[src/rtl/fp_sqrt_issuer_if.sv]
// ----------------------------------------------------------------------------
// fp_sqrt_issuer_if
// Bundles the three ports of the square-root issuer:
//   op_*       : packed IEEE-754 operand in (valid/ready)
//   sqrt_*     : decoded operand and start pulse to the engine
//   sqrt_out_* : engine result and its level-type ready
//   res_*      : packed result out (valid/ready) with class flags / timeout
// master : the issuer itself
// slave  : everything around it (operand source, engine, result consumer)
// ----------------------------------------------------------------------------
interface fp_sqrt_issuer_if #(
    parameter int M_SIZE   = 53,
    parameter int EXP_SIZE = 11
);
    logic                op_valid;
    logic                op_ready;
    logic [63:0]         op_data;
    logic                op_type;

    logic [M_SIZE-1:0]   sqrt_mantisa;
    logic [EXP_SIZE-1:0] sqrt_exp;
    logic                sqrt_sign;
    logic                sqrt_type;
    logic [2:0]          sqrt_flags;
    logic                sqrt_start;

    logic [M_SIZE-1:0]   sqrt_out_mantisa;
    logic [EXP_SIZE-1:0] sqrt_out_exp;
    logic                sqrt_out_sign;
    logic                sqrt_out_ready;

    logic                res_valid;
    logic                res_ready;
    logic [63:0]         res_data;
    logic [2:0]          res_flags;
    logic                res_timeout;

    modport master (
        input  op_valid, op_data, op_type,
        output op_ready,
        output sqrt_mantisa, sqrt_exp, sqrt_sign, sqrt_type, sqrt_flags, sqrt_start,
        input  sqrt_out_mantisa, sqrt_out_exp, sqrt_out_sign, sqrt_out_ready,
        output res_valid, res_data, res_flags, res_timeout,
        input  res_ready
    );

    modport slave (
        output op_valid, op_data, op_type,
        input  op_ready,
        input  sqrt_mantisa, sqrt_exp, sqrt_sign, sqrt_type, sqrt_flags, sqrt_start,
        output sqrt_out_mantisa, sqrt_out_exp, sqrt_out_sign, sqrt_out_ready,
        input  res_valid, res_data, res_flags, res_timeout,
        output res_ready
    );
endinterface

[src/rtl/fp_sqrt_issuer.sv]
// ----------------------------------------------------------------------------
// fp_sqrt_issuer
// Client-side front end of the floating-point square-root engine. Takes a
// packed single/double operand, decodes it into the engine fields plus a
// class code, pulses sqrt_start, waits for a fresh rising edge of the
// engine's ready, re-packs the result and holds it until consumed. A
// watchdog aborts the wait if the engine never answers.
//
// Ports:
//   clk  : clock, rising edge
//   rst  : synchronous active-high reset
//   bus  : fp_sqrt_issuer_if.master (operand, engine and result ports)
//
// State table:
//   state   | meaning
//   --------+-----------------------------------------------------------
//   S_IDLE  | op_ready high, waiting for an operand
//   S_ISSUE | decoded operand on sqrt_*, sqrt_start pulsed, counter cleared
//   S_WAIT  | waiting for a rising edge of sqrt_out_ready or the watchdog
//   S_DONE  | result (or timeout) held on res_* until res_ready
// ----------------------------------------------------------------------------
module fp_sqrt_issuer #(
    parameter int M_SIZE         = 53,
    parameter int EXP_SIZE       = 11,
    parameter int TIMEOUT_CYCLES = 256
) (
    input  logic              clk,
    input  logic              rst,
    fp_sqrt_issuer_if.master  bus
);
    localparam int                CNT_W   = $clog2(TIMEOUT_CYCLES + 1);
    localparam logic [CNT_W-1:0]  CNT_MAX = CNT_W'(TIMEOUT_CYCLES);

    localparam logic [2:0] FL_DENORM = 3'b000;
    localparam logic [2:0] FL_ZERO   = 3'b001;
    localparam logic [2:0] FL_INF    = 3'b010;
    localparam logic [2:0] FL_NAN    = 3'b011;
    localparam logic [2:0] FL_NORMAL = 3'b100;
    localparam logic [2:0] FL_SIGN   = 3'b111;

    typedef enum logic [1:0] {S_IDLE, S_ISSUE, S_WAIT, S_DONE} state_t;

    state_t              state, state_next;

    logic [M_SIZE-1:0]   sqrt_mantisa_q;
    logic [EXP_SIZE-1:0] sqrt_exp_q;
    logic                sqrt_sign_q;
    logic                sqrt_type_q;
    logic [2:0]          sqrt_flags_q;

    logic                res_valid_q;
    logic [63:0]         res_data_q;
    logic [2:0]          res_flags_q;
    logic                res_timeout_q;

    logic [CNT_W-1:0]    count;
    logic                ready_q;

    logic                load_op, capture, abort, res_pop;
    logic                op_ready_c, start_c;

    logic                dec_sign, dec_e_zero, dec_e_ones, dec_f_zero;
    logic [M_SIZE-1:0]   dec_mant;
    logic [EXP_SIZE-1:0] dec_exp;
    logic [2:0]          dec_flags;
    logic [63:0]         pack_data;

    // Engine hidden bit is not part of either IEEE encoding.
    logic                unused_hidden;
    assign unused_hidden = bus.sqrt_out_mantisa[M_SIZE-1];

    // ready_q follows the engine every cycle so a level left high from a
    // previous operation already looks "old" on the first WAIT cycle.
    logic ready_edge;
    assign ready_edge = bus.sqrt_out_ready & ~ready_q;

    // ------------------------------------------------------------------
    // Operand decode
    // ------------------------------------------------------------------
    always_comb begin
        if (bus.op_type) begin
            dec_sign   = bus.op_data[63];
            dec_e_zero = (bus.op_data[62:52] == '0);
            dec_e_ones = &bus.op_data[62:52];
            dec_f_zero = (bus.op_data[51:0] == '0);
            dec_exp    = EXP_SIZE'(bus.op_data[62:52]);
            dec_mant   = M_SIZE'({~dec_e_zero, bus.op_data[51:0]});
        end else begin
            dec_sign   = bus.op_data[31];
            dec_e_zero = (bus.op_data[30:23] == '0);
            dec_e_ones = &bus.op_data[30:23];
            dec_f_zero = (bus.op_data[22:0] == '0);
            dec_exp    = EXP_SIZE'(bus.op_data[30:23]);
            dec_mant   = M_SIZE'({~dec_e_zero, bus.op_data[22:0]});
        end

        // Priority order matters: NaN and zero win over the sign check so
        // that -0 and negative NaNs are not reported as sign errors.
        if (dec_e_ones && !dec_f_zero)      dec_flags = FL_NAN;
        else if (dec_e_zero && dec_f_zero)  dec_flags = FL_ZERO;
        else if (dec_sign)                  dec_flags = FL_SIGN;
        else if (dec_e_ones)                dec_flags = FL_INF;
        else if (dec_e_zero)                dec_flags = FL_DENORM;
        else                                dec_flags = FL_NORMAL;
    end

    // ------------------------------------------------------------------
    // Result pack, format chosen by the latched operand type
    // ------------------------------------------------------------------
    always_comb begin
        if (sqrt_type_q) begin
            pack_data = {bus.sqrt_out_sign, bus.sqrt_out_exp[10:0],
                         bus.sqrt_out_mantisa[51:0]};
        end else begin
            pack_data = {32'b0, bus.sqrt_out_sign, bus.sqrt_out_exp[7:0],
                         bus.sqrt_out_mantisa[22:0]};
        end
    end

    // ------------------------------------------------------------------
    // FSM
    // ------------------------------------------------------------------
    always_ff @(posedge clk) begin
        if (rst) state <= S_IDLE;
        else     state <= state_next;
    end

    always_comb begin
        state_next = state;
        load_op    = 1'b0;
        capture    = 1'b0;
        abort      = 1'b0;
        res_pop    = 1'b0;
        op_ready_c = 1'b0;
        start_c    = 1'b0;
        case (state)
            S_IDLE: begin
                op_ready_c = 1'b1;
                if (bus.op_valid) begin
                    load_op    = 1'b1;
                    state_next = S_ISSUE;
                end
            end
            S_ISSUE: begin
                start_c    = 1'b1;
                state_next = S_WAIT;
            end
            S_WAIT: begin
                if (ready_edge) begin
                    capture    = 1'b1;
                    state_next = S_DONE;
                end else if (count == CNT_MAX) begin
                    abort      = 1'b1;
                    state_next = S_DONE;
                end
            end
            S_DONE: begin
                if (bus.res_ready) begin
                    res_pop    = 1'b1;
                    state_next = S_IDLE;
                end
            end
            default: state_next = S_IDLE;
        endcase
    end

    // ------------------------------------------------------------------
    // Datapath registers
    // ------------------------------------------------------------------
    always_ff @(posedge clk) begin
        if (rst) begin
            sqrt_mantisa_q <= '0;
            sqrt_exp_q     <= '0;
            sqrt_sign_q    <= 1'b0;
            sqrt_type_q    <= 1'b0;
            sqrt_flags_q   <= '0;
            res_valid_q    <= 1'b0;
            res_data_q     <= '0;
            res_flags_q    <= '0;
            res_timeout_q  <= 1'b0;
            count          <= '0;
            ready_q        <= 1'b0;
        end else begin
            ready_q <= bus.sqrt_out_ready;

            if (load_op) begin
                sqrt_mantisa_q <= dec_mant;
                sqrt_exp_q     <= dec_exp;
                sqrt_sign_q    <= dec_sign;
                sqrt_type_q    <= bus.op_type;
                sqrt_flags_q   <= dec_flags;
            end

            if (state == S_ISSUE)     count <= '0;
            else if (state == S_WAIT) count <= count + 1'b1;

            if (capture) begin
                res_valid_q   <= 1'b1;
                res_data_q    <= pack_data;
                res_flags_q   <= sqrt_flags_q;
                res_timeout_q <= 1'b0;
            end else if (abort) begin
                res_valid_q   <= 1'b1;
                res_data_q    <= '0;
                res_flags_q   <= sqrt_flags_q;
                res_timeout_q <= 1'b1;
            end else if (res_pop) begin
                res_valid_q   <= 1'b0;
                res_timeout_q <= 1'b0;
            end
        end
    end

    assign bus.op_ready     = op_ready_c;
    assign bus.sqrt_start   = start_c;
    assign bus.sqrt_mantisa = sqrt_mantisa_q;
    assign bus.sqrt_exp     = sqrt_exp_q;
    assign bus.sqrt_sign    = sqrt_sign_q;
    assign bus.sqrt_type    = sqrt_type_q;
    assign bus.sqrt_flags   = sqrt_flags_q;
    assign bus.res_valid    = res_valid_q;
    assign bus.res_data     = res_data_q;
    assign bus.res_flags    = res_flags_q;
    assign bus.res_timeout  = res_timeout_q;
endmodule
[src/flat_wrapper.sv]
// flat-port wrapper written by rule: the top's interface ports become plain ports
module fp_sqrt_issuer_flat 
#(
    parameter int M_SIZE         = 53,
    parameter int EXP_SIZE       = 11,
    parameter int TIMEOUT_CYCLES = 256
)
  (clk, rst, bus_op_valid, bus_op_data, bus_op_type, bus_op_ready, bus_sqrt_mantisa, bus_sqrt_exp, bus_sqrt_sign, bus_sqrt_type, bus_sqrt_flags, bus_sqrt_start, bus_sqrt_out_mantisa, bus_sqrt_out_exp, bus_sqrt_out_sign, bus_sqrt_out_ready, bus_res_valid, bus_res_data, bus_res_flags, bus_res_timeout, bus_res_ready);
  fp_sqrt_issuer_if #(.M_SIZE(M_SIZE), .EXP_SIZE(EXP_SIZE)) bus_i ();
  input  logic clk;
  input  logic rst;
  input wire logic [$bits(bus_i.op_valid)-1:0] bus_op_valid;
  input wire logic [$bits(bus_i.op_data)-1:0] bus_op_data;
  input wire logic [$bits(bus_i.op_type)-1:0] bus_op_type;
  output wire logic [$bits(bus_i.op_ready)-1:0] bus_op_ready;
  output wire logic [$bits(bus_i.sqrt_mantisa)-1:0] bus_sqrt_mantisa;
  output wire logic [$bits(bus_i.sqrt_exp)-1:0] bus_sqrt_exp;
  output wire logic [$bits(bus_i.sqrt_sign)-1:0] bus_sqrt_sign;
  output wire logic [$bits(bus_i.sqrt_type)-1:0] bus_sqrt_type;
  output wire logic [$bits(bus_i.sqrt_flags)-1:0] bus_sqrt_flags;
  output wire logic [$bits(bus_i.sqrt_start)-1:0] bus_sqrt_start;
  input wire logic [$bits(bus_i.sqrt_out_mantisa)-1:0] bus_sqrt_out_mantisa;
  input wire logic [$bits(bus_i.sqrt_out_exp)-1:0] bus_sqrt_out_exp;
  input wire logic [$bits(bus_i.sqrt_out_sign)-1:0] bus_sqrt_out_sign;
  input wire logic [$bits(bus_i.sqrt_out_ready)-1:0] bus_sqrt_out_ready;
  output wire logic [$bits(bus_i.res_valid)-1:0] bus_res_valid;
  output wire logic [$bits(bus_i.res_data)-1:0] bus_res_data;
  output wire logic [$bits(bus_i.res_flags)-1:0] bus_res_flags;
  output wire logic [$bits(bus_i.res_timeout)-1:0] bus_res_timeout;
  input wire logic [$bits(bus_i.res_ready)-1:0] bus_res_ready;
  assign bus_i.op_valid = bus_op_valid;
  assign bus_i.op_data = bus_op_data;
  assign bus_i.op_type = bus_op_type;
  assign bus_op_ready = bus_i.op_ready;
  assign bus_sqrt_mantisa = bus_i.sqrt_mantisa;
  assign bus_sqrt_exp = bus_i.sqrt_exp;
  assign bus_sqrt_sign = bus_i.sqrt_sign;
  assign bus_sqrt_type = bus_i.sqrt_type;
  assign bus_sqrt_flags = bus_i.sqrt_flags;
  assign bus_sqrt_start = bus_i.sqrt_start;
  assign bus_i.sqrt_out_mantisa = bus_sqrt_out_mantisa;
  assign bus_i.sqrt_out_exp = bus_sqrt_out_exp;
  assign bus_i.sqrt_out_sign = bus_sqrt_out_sign;
  assign bus_i.sqrt_out_ready = bus_sqrt_out_ready;
  assign bus_res_valid = bus_i.res_valid;
  assign bus_res_data = bus_i.res_data;
  assign bus_res_flags = bus_i.res_flags;
  assign bus_res_timeout = bus_i.res_timeout;
  assign bus_i.res_ready = bus_res_ready;
  fp_sqrt_issuer #(.M_SIZE(M_SIZE), .EXP_SIZE(EXP_SIZE), .TIMEOUT_CYCLES(TIMEOUT_CYCLES)) u_core (.clk(clk), .rst(rst), .bus(bus_i));
endmodule
[config.mk]
export PLATFORM = sky130hd
export DESIGN_NAME = fp_sqrt_issuer_flat
export DESIGN_NICKNAME = d
export VERILOG_FILES = /design/src/rtl/fp_sqrt_issuer_if.sv /design/src/rtl/fp_sqrt_issuer.sv /design/src/flat_wrapper.sv
export SDC_FILE = /design/constraint.sdc
export NUM_CORES = 1
export LEC_CHECK = 0
export ABC_CLOCK_PERIOD_IN_PS = 2000
export CAP_MARGIN = 20
export CORE_ASPECT_RATIO = 0.7
export CORE_MARGIN = 5
export CORE_UTILIZATION = 38
export DETAILED_ROUTE_END_ITERATION = 8
export MAX_ROUTING_LAYER = met4
export PLACE_DENSITY = 0.77
export SYNTH_ARGS = -nofsm -noshare
export SYNTH_HDL_FRONTEND = slang
export SYNTH_SLANG_ARGS = --single-unit
[constraint.sdc]
create_clock -name clk -period 2 [get_ports clk]
set_input_delay 0.3 -clock clk [delete_from_list [all_inputs] [get_ports clk]]
set_output_delay 0.3 -clock clk [all_outputs]
set_load 0.1 [all_outputs]
# --- Word-level counts from Yosys, hierarchy flattened ---
# Cells that the tools add are included.
totals:
  ff_bits: 150
  input_bits: 135
classes:
  addsub: 1
  n_eq_ne: 7
  n_mux: 35
  n_bitwise: 4
  reduce_logical: 16
ops:
  columns: ["operator", "n"]
  rows:
  - ["64-bit 2-to-1 mux", 3]
  - ["53-bit 2-to-1 mux", 1]
  - ["52-bit zero test", 1]
  - ["23-bit zero test", 1]
  - ["3-bit 2-to-1 mux", 7]
  - ["1-bit 2-to-1 mux", 18]
  - ["11-bit zero test", 1]
  - ["11-bit 2-to-1 mux", 1]
  - ["11-bit AND reduction", 1]
  - ["9-bit by 1-bit adder with 9-bit output, second input constant", 1]
  - ["9-bit == test, second input constant", 1]
  - ["8-bit zero test", 1]
  - ["2-bit 2-to-1 mux", 4]
  - ["2-bit case mux with 4 select lines", 1]
  - ["8-bit AND reduction", 1]
  - ["2-bit == test, second input constant", 2]
  - ["2-bit != test, second input constant", 2]
  - ["2-bit nonzero test", 2]
  - ["2-bit OR reduction", 2]
  - ["3-bit by 1-bit != test with 1-bit output, second input constant", 1]
  - ["1-bit NOT", 3]
  - ["3-bit AND reduction", 1]
  - ["3-bit nonzero test", 1]
  - ["2-bit by 1-bit == test with 1-bit output, second input constant", 1]
  - ["other kinds (4)", 5]

# --- Longest topological paths before layout ---
logic_depth:
  ltp_word: 7
  mapped_depth: 10

# --- Worst setup path after synthesis ---
# Ideal clock, no wire load.
synth_timing:
  path_kind: "reg2reg"
  start: "register u_core.state[0]"
  end: "register u_core.sqrt_exp_q[0], in the netlist u_core.bus.sqrt_exp[0]"
  setup_time_ns: 0.086
  t_arrival_ns: 2.283
  t_required_ns: 1.914
  path_slack_ns: -0.369
  stages_incl_launch_ff: 8
  path_buffers: 2
  cell_sequence: "dfxtp_1 > inv_1 > ha_1 > and2_1 > clkbuf_1 > clkbuf_1 > nor2_1 > a211oi_1"
synth_between:
  elab_chain_len: 2
synth_lines:
  columns: ["item", "line", "rtl"]
  rows:
  - ["from (decl)", "fp_sqrt_issuer.sv:43", "state_t state, state_next;"]
  - ["from (signal assigned)", "fp_sqrt_issuer.sv:125", "else state <= state_next;"]
  - ["2-bit zero test", "fp_sqrt_issuer.sv:136", "case (state)"]
  - ["1-bit 2-to-1 mux", "fp_sqrt_issuer.sv:136", null]
  - ["to (signal assigned)", "fp_sqrt_issuer.sv:188", "sqrt_exp_q <= dec_exp;"]
  - ["to (decl)", "fp_sqrt_issuer.sv:46", "logic [EXP_SIZE-1:0] sqrt_exp_q;"]
# Every way passes these cells.
# A chain may end at the register's enable or synchronous reset.

# --- Final worst setup path ---
layout_timing:
  start: "register u_core.count[1]"
  end: "register u_core.res_data_q[15], in the netlist u_core.bus.res_data[15]"
layout_between:
  elab_chain_len: 5
layout_lines:
  columns: ["item", "line", "rtl"]
  rows:
  - ["from (decl)", "fp_sqrt_issuer.sv:56", "logic [CNT_W-1:0] count;"]
  - ["from (signal assigned)", "fp_sqrt_issuer.sv:195", "else if (state == S_WAIT) count <= count + 1'b1;"]
  - ["9-bit == test", "fp_sqrt_issuer.sv:152", "end else if (count == CNT_MAX) begin"]
  - ["1-bit 2-to-1 mux", "fp_sqrt_issuer.sv:152", null]
  - ["1-bit 2-to-1 mux", "fp_sqrt_issuer.sv:149", "if (ready_edge) begin"]
  - ["1-bit 2-to-1 mux", "fp_sqrt_issuer.sv:136", null]
  - ["2-bit nonzero test (no line)", null, null]
  - ["to (signal assigned)", "fp_sqrt_issuer.sv:199", "res_data_q <= pack_data;"]
  - ["to (decl)", "fp_sqrt_issuer.sv:52", "logic [63:0] res_data_q;"]
# Every way passes these cells.

==> key figures <==
CTS
  • Deepest clock path buffer count: 2
  • Clock insertion delay at the later pin of the skew report: 0.41 ns
  • Cell chosen for the clock root: clkbuf_16
  • Hold buffers post-CTS: 0
  • Clock-pin slew of the registers on the worst-case setup and hold paths: 0.07 ns
  • Number of H-tree levels: 4
  • Clock tree from TritonCTS: yes
  • TritonCTS Buffers: 17
  • Number of sinks handled by clock tree synthesis: 150

Layout
  • Fill cell instance count of the final layout: 1277
  • Layout area overhead: 60.81%
  • Leading cell type in the layout, fill and taps excluded: buf_4
  • Area of all placed cells without fillers: 9380 sq um
  • Number of antenna diodes: 0
  • Footprint of the multi-input gates: 2631 sq um
  • Layout net count: 1095
  • Proportion of layout cells with a drive suffix above 1: 0.2709
  • Commonest non-fill, non-tap cells in the layout: 181 x buf_4, 148 x dfxtp_1, 131 x clkdlybuf4s50_1, 96 x nor2_1, 88 x nand2_1
  • Storage cell area: 3005 sq um
  • Final core utilization: 0.6312

STA
  • Setup-failing EPs final: 0
  • Worst slew margin relative to its limit: 0.6024
  • Part of the cycle the worst path needs: 0.9701
  • Aggregate negative setup slack: 0 ns
  • Time the worst path needs with I/O delays and setup: 1.940 ns
  • Number of pins with negative max-slew slack in the final report: 0
  • Number of hold violations in the final report: 0
  • Unrepaired setup endpoints after global routing: yes
  • Worst setup margin: 0.05978 ns
  • Max Freq: 515.4 MHz
  • Slew of the pin with the lowest slew margin: 0.5965 ns
  • Worst clock skew: 0.01364 ns

Worst setup path
  • Critical path peak fanout: 17
  • Endpoint arrival time on the critical path: 2.23 ns
  • Endpoint kind of the worst setup timing path: flop
  • Reg-to-reg critical path startpoint: u_core.count[1]
  • Beginning of the critical path: u_core.count[1]
  • Worst setup SP type: flop
  • Category of the critical setup timing path: flop to flop
  • Required time worst endpoint: 2.29 ns

Place
  • Dpl hpwl: 14190 um
  • Routability cong.: 0.8879
  • Placed inst area: 8755 sq um
  • Dpl ws: -0.2533 ns
  • Number of I/O port buffers: 273

Min path
  • Class of the tightest hold or removal check: input port to flop
  • Startpoint of the lowest-slack hold path: rst

Floorplanning
  • FP Rows: 37
  • Number of placed I/O pins: 275
  • Effective utilization at floorplan: 0.3925
  • Total Die Area: 17970 sq um
  • Placeable core region: 14860 sq um
  • Width of the die: 158.1 um
  • Die height: 113.7 um

Detailed routing
  • DRC Markers: 0
  • Total number of vias: 5859
  • Wire length per cell: 16.41 um
  • Drt pass-1 iters: 5
  • Overall routed net length: 19070 um
  • Final antenna-violating net count: 0
  • Drt via density: 5.042
  • Violation count after the first detailed-route iteration: 404

Global routing
  • Congestion Overflow GR: 0
  • Vias in the first global route: 5773
  • Global-route met2 utilization: 0.3052
  • Wire length of the first global-routing pass: 29460 um
  • Global-route track usage on met3: 0.07319
  • GRT Max-Usage Layer: met2
  • Met1 Resource Use GR: 0.2823
  • Number of antenna violations at the first check in global routing: 0
  • Largest net degree at the start of global routing: 58
  • Total track usage: 0.2079

Pwr
  • Total power per unit cell area: 1232 nW/um^2
  • Total Power Consumption: 11.56 mW
  • Leakage power figure: 3.810 nW
  • Peak VDD IR: 0.5906 mV

Synthesis
  • Ys async rst share: 0
  • Net count of the mapped netlist: 803
  • Number of synthesized register bits: 150
  • Number of flops mapped to enable cells by yosys: 0
  • YS warnings: 0
  • Syn Std Cell Area: 5833 sq um
  • Syn_area_per_cell: 8.811 sq um
  • Yosys cell types: 41
  • Part of the Yosys area used for sequential elements: 0.5148
  • Post-Syn Instances: 662
  • Main synth FF type: dfxtp_1

Run
  • Number of violations of the max-capacitance limit: 0

Run status
  • Run status: finished clean
[what timing repair did]
action                     CTS  global route
setup endpoints to repair    0            28
buffers inserted             0             4
gates resized for setup      0             8
hold endpoints to repair     0             0
[cell type report]
class,instances,area share
clock buffers,20,0.04655
multi-input cells,453,0.2805
repair buffers,325,0.3108
flip-flops and latches,150,0.3204
inverters,7,0.002801
clock inverters,12,0.01294
well taps,195,0.02601
[through the flow]
step	hold slack (ns)	std cells
after global placement	0.4396	1126
after CTS	0.3553	1158
after detailed placement	0.4440	1126
after global routing	0.3880	1162
after floorplan	0.4282	662
final	0.3726	1162
[critical path, stage by stage (launching register included)]
cell	delay, ns
dfxtp_2	0.33
inv_1	0.05
ha_2	0.17
nor4b_4	0.19
and4b_1	0.27
and3_4	0.22
nor2_4	0.05
buf_12	0.16
buf_4	0.16
a22oi_1	0.14
nor2_1	0.06
[synthesized netlist by cell type (2+ instances only)]
master | instances | area, sq um
a21oi_1 | 63 | 315.3
and4b_1 | 2 | 20.02
xor2_1 | 4 | 35.03
dfxtp_1 | 150 | 3003
and2_1 | 3 | 18.77
a22oi_1 | 54 | 405.4
nor4_1 | 13 | 81.33
and3_1 | 3 | 18.77
nor3_1 | 8 | 40.04
clkbuf_1 | 35 | 131.4
nor2b_1 | 2 | 12.51
mux2i_1 | 12 | 120.1
or2_2 | 2 | 12.51
o21ai_0 | 3 | 15.01
buf_6 | 3 | 33.78
nor2_2 | 2 | 12.51
mux2_2 | 11 | 123.9
nand2_1 | 89 | 334.1
or3_1 | 3 | 18.77
nand2b_1 | 4 | 25.02
buf_2 | 10 | 50.05
nor2_1 | 96 | 360.4
inv_1 | 7 | 26.28
a211oi_1 | 7 | 52.55
buf_1 | 4 | 15.01
nand4_1 | 8 | 50.05
ha_1 | 6 | 75.07
nand3b_1 | 3 | 22.52
a22oi_2 | 10 | 125.1
nand3_1 | 34 | 170.2
[cells by family after synthesis]
| kind of cell | count (synthesis) | synth area share |
|---|---|---|
| AND/OR/NAND/NOR | 274 | 0.2096 |
| adder cells (fa/ha/maj) | 6 | 0.01287 |
| buffers and inverters | 59 | 0.04397 |
| multiplexers | 23 | 0.04183 |
| AO/OA/AOI/OAI | 145 | 0.1695 |
| flip-flops | 150 | 0.5148 |
| XOR/XNOR | 5 | 0.007507 |
[routing by layer]
metal,vias to the layer above,routed length (um)
li1,2902,-
met1,2727,8777
met2,222,8425
met3,8,1771
met4,0,94
met5,-,0
[path summary, 6_finish.rpt]
kind                                                     to  slack [ns]  depth (start not counted)
worst max-delay path                u_core.bus.res_data[15]        0.06                         10
worst min-delay path                u_core.bus.res_data[51]        0.37                          2
worst max register to register      u_core.bus.res_data[15]        0.06                         10
worst min register to register  u_core.bus.sqrt_mantisa[28]        0.45                          2
[report_power, final]
group	switching, mW	internal (mW)
registers	0.208	3.32
clock network	1.29	1.74
logic	3.58	1.43
total	5.07	6.48
[flip-flops by register name (all words and copies together) (netlist names), 2 cells and up]
register,cells
u_core.bus.res_data,64
u_core.bus.sqrt_mantisa,53
u_core.bus.sqrt_exp,11
u_core.count,9
u_core.bus.res_flags,3
u_core.bus.sqrt_flags,3
u_core.state,2
Power figures use the tool's default switching activity.
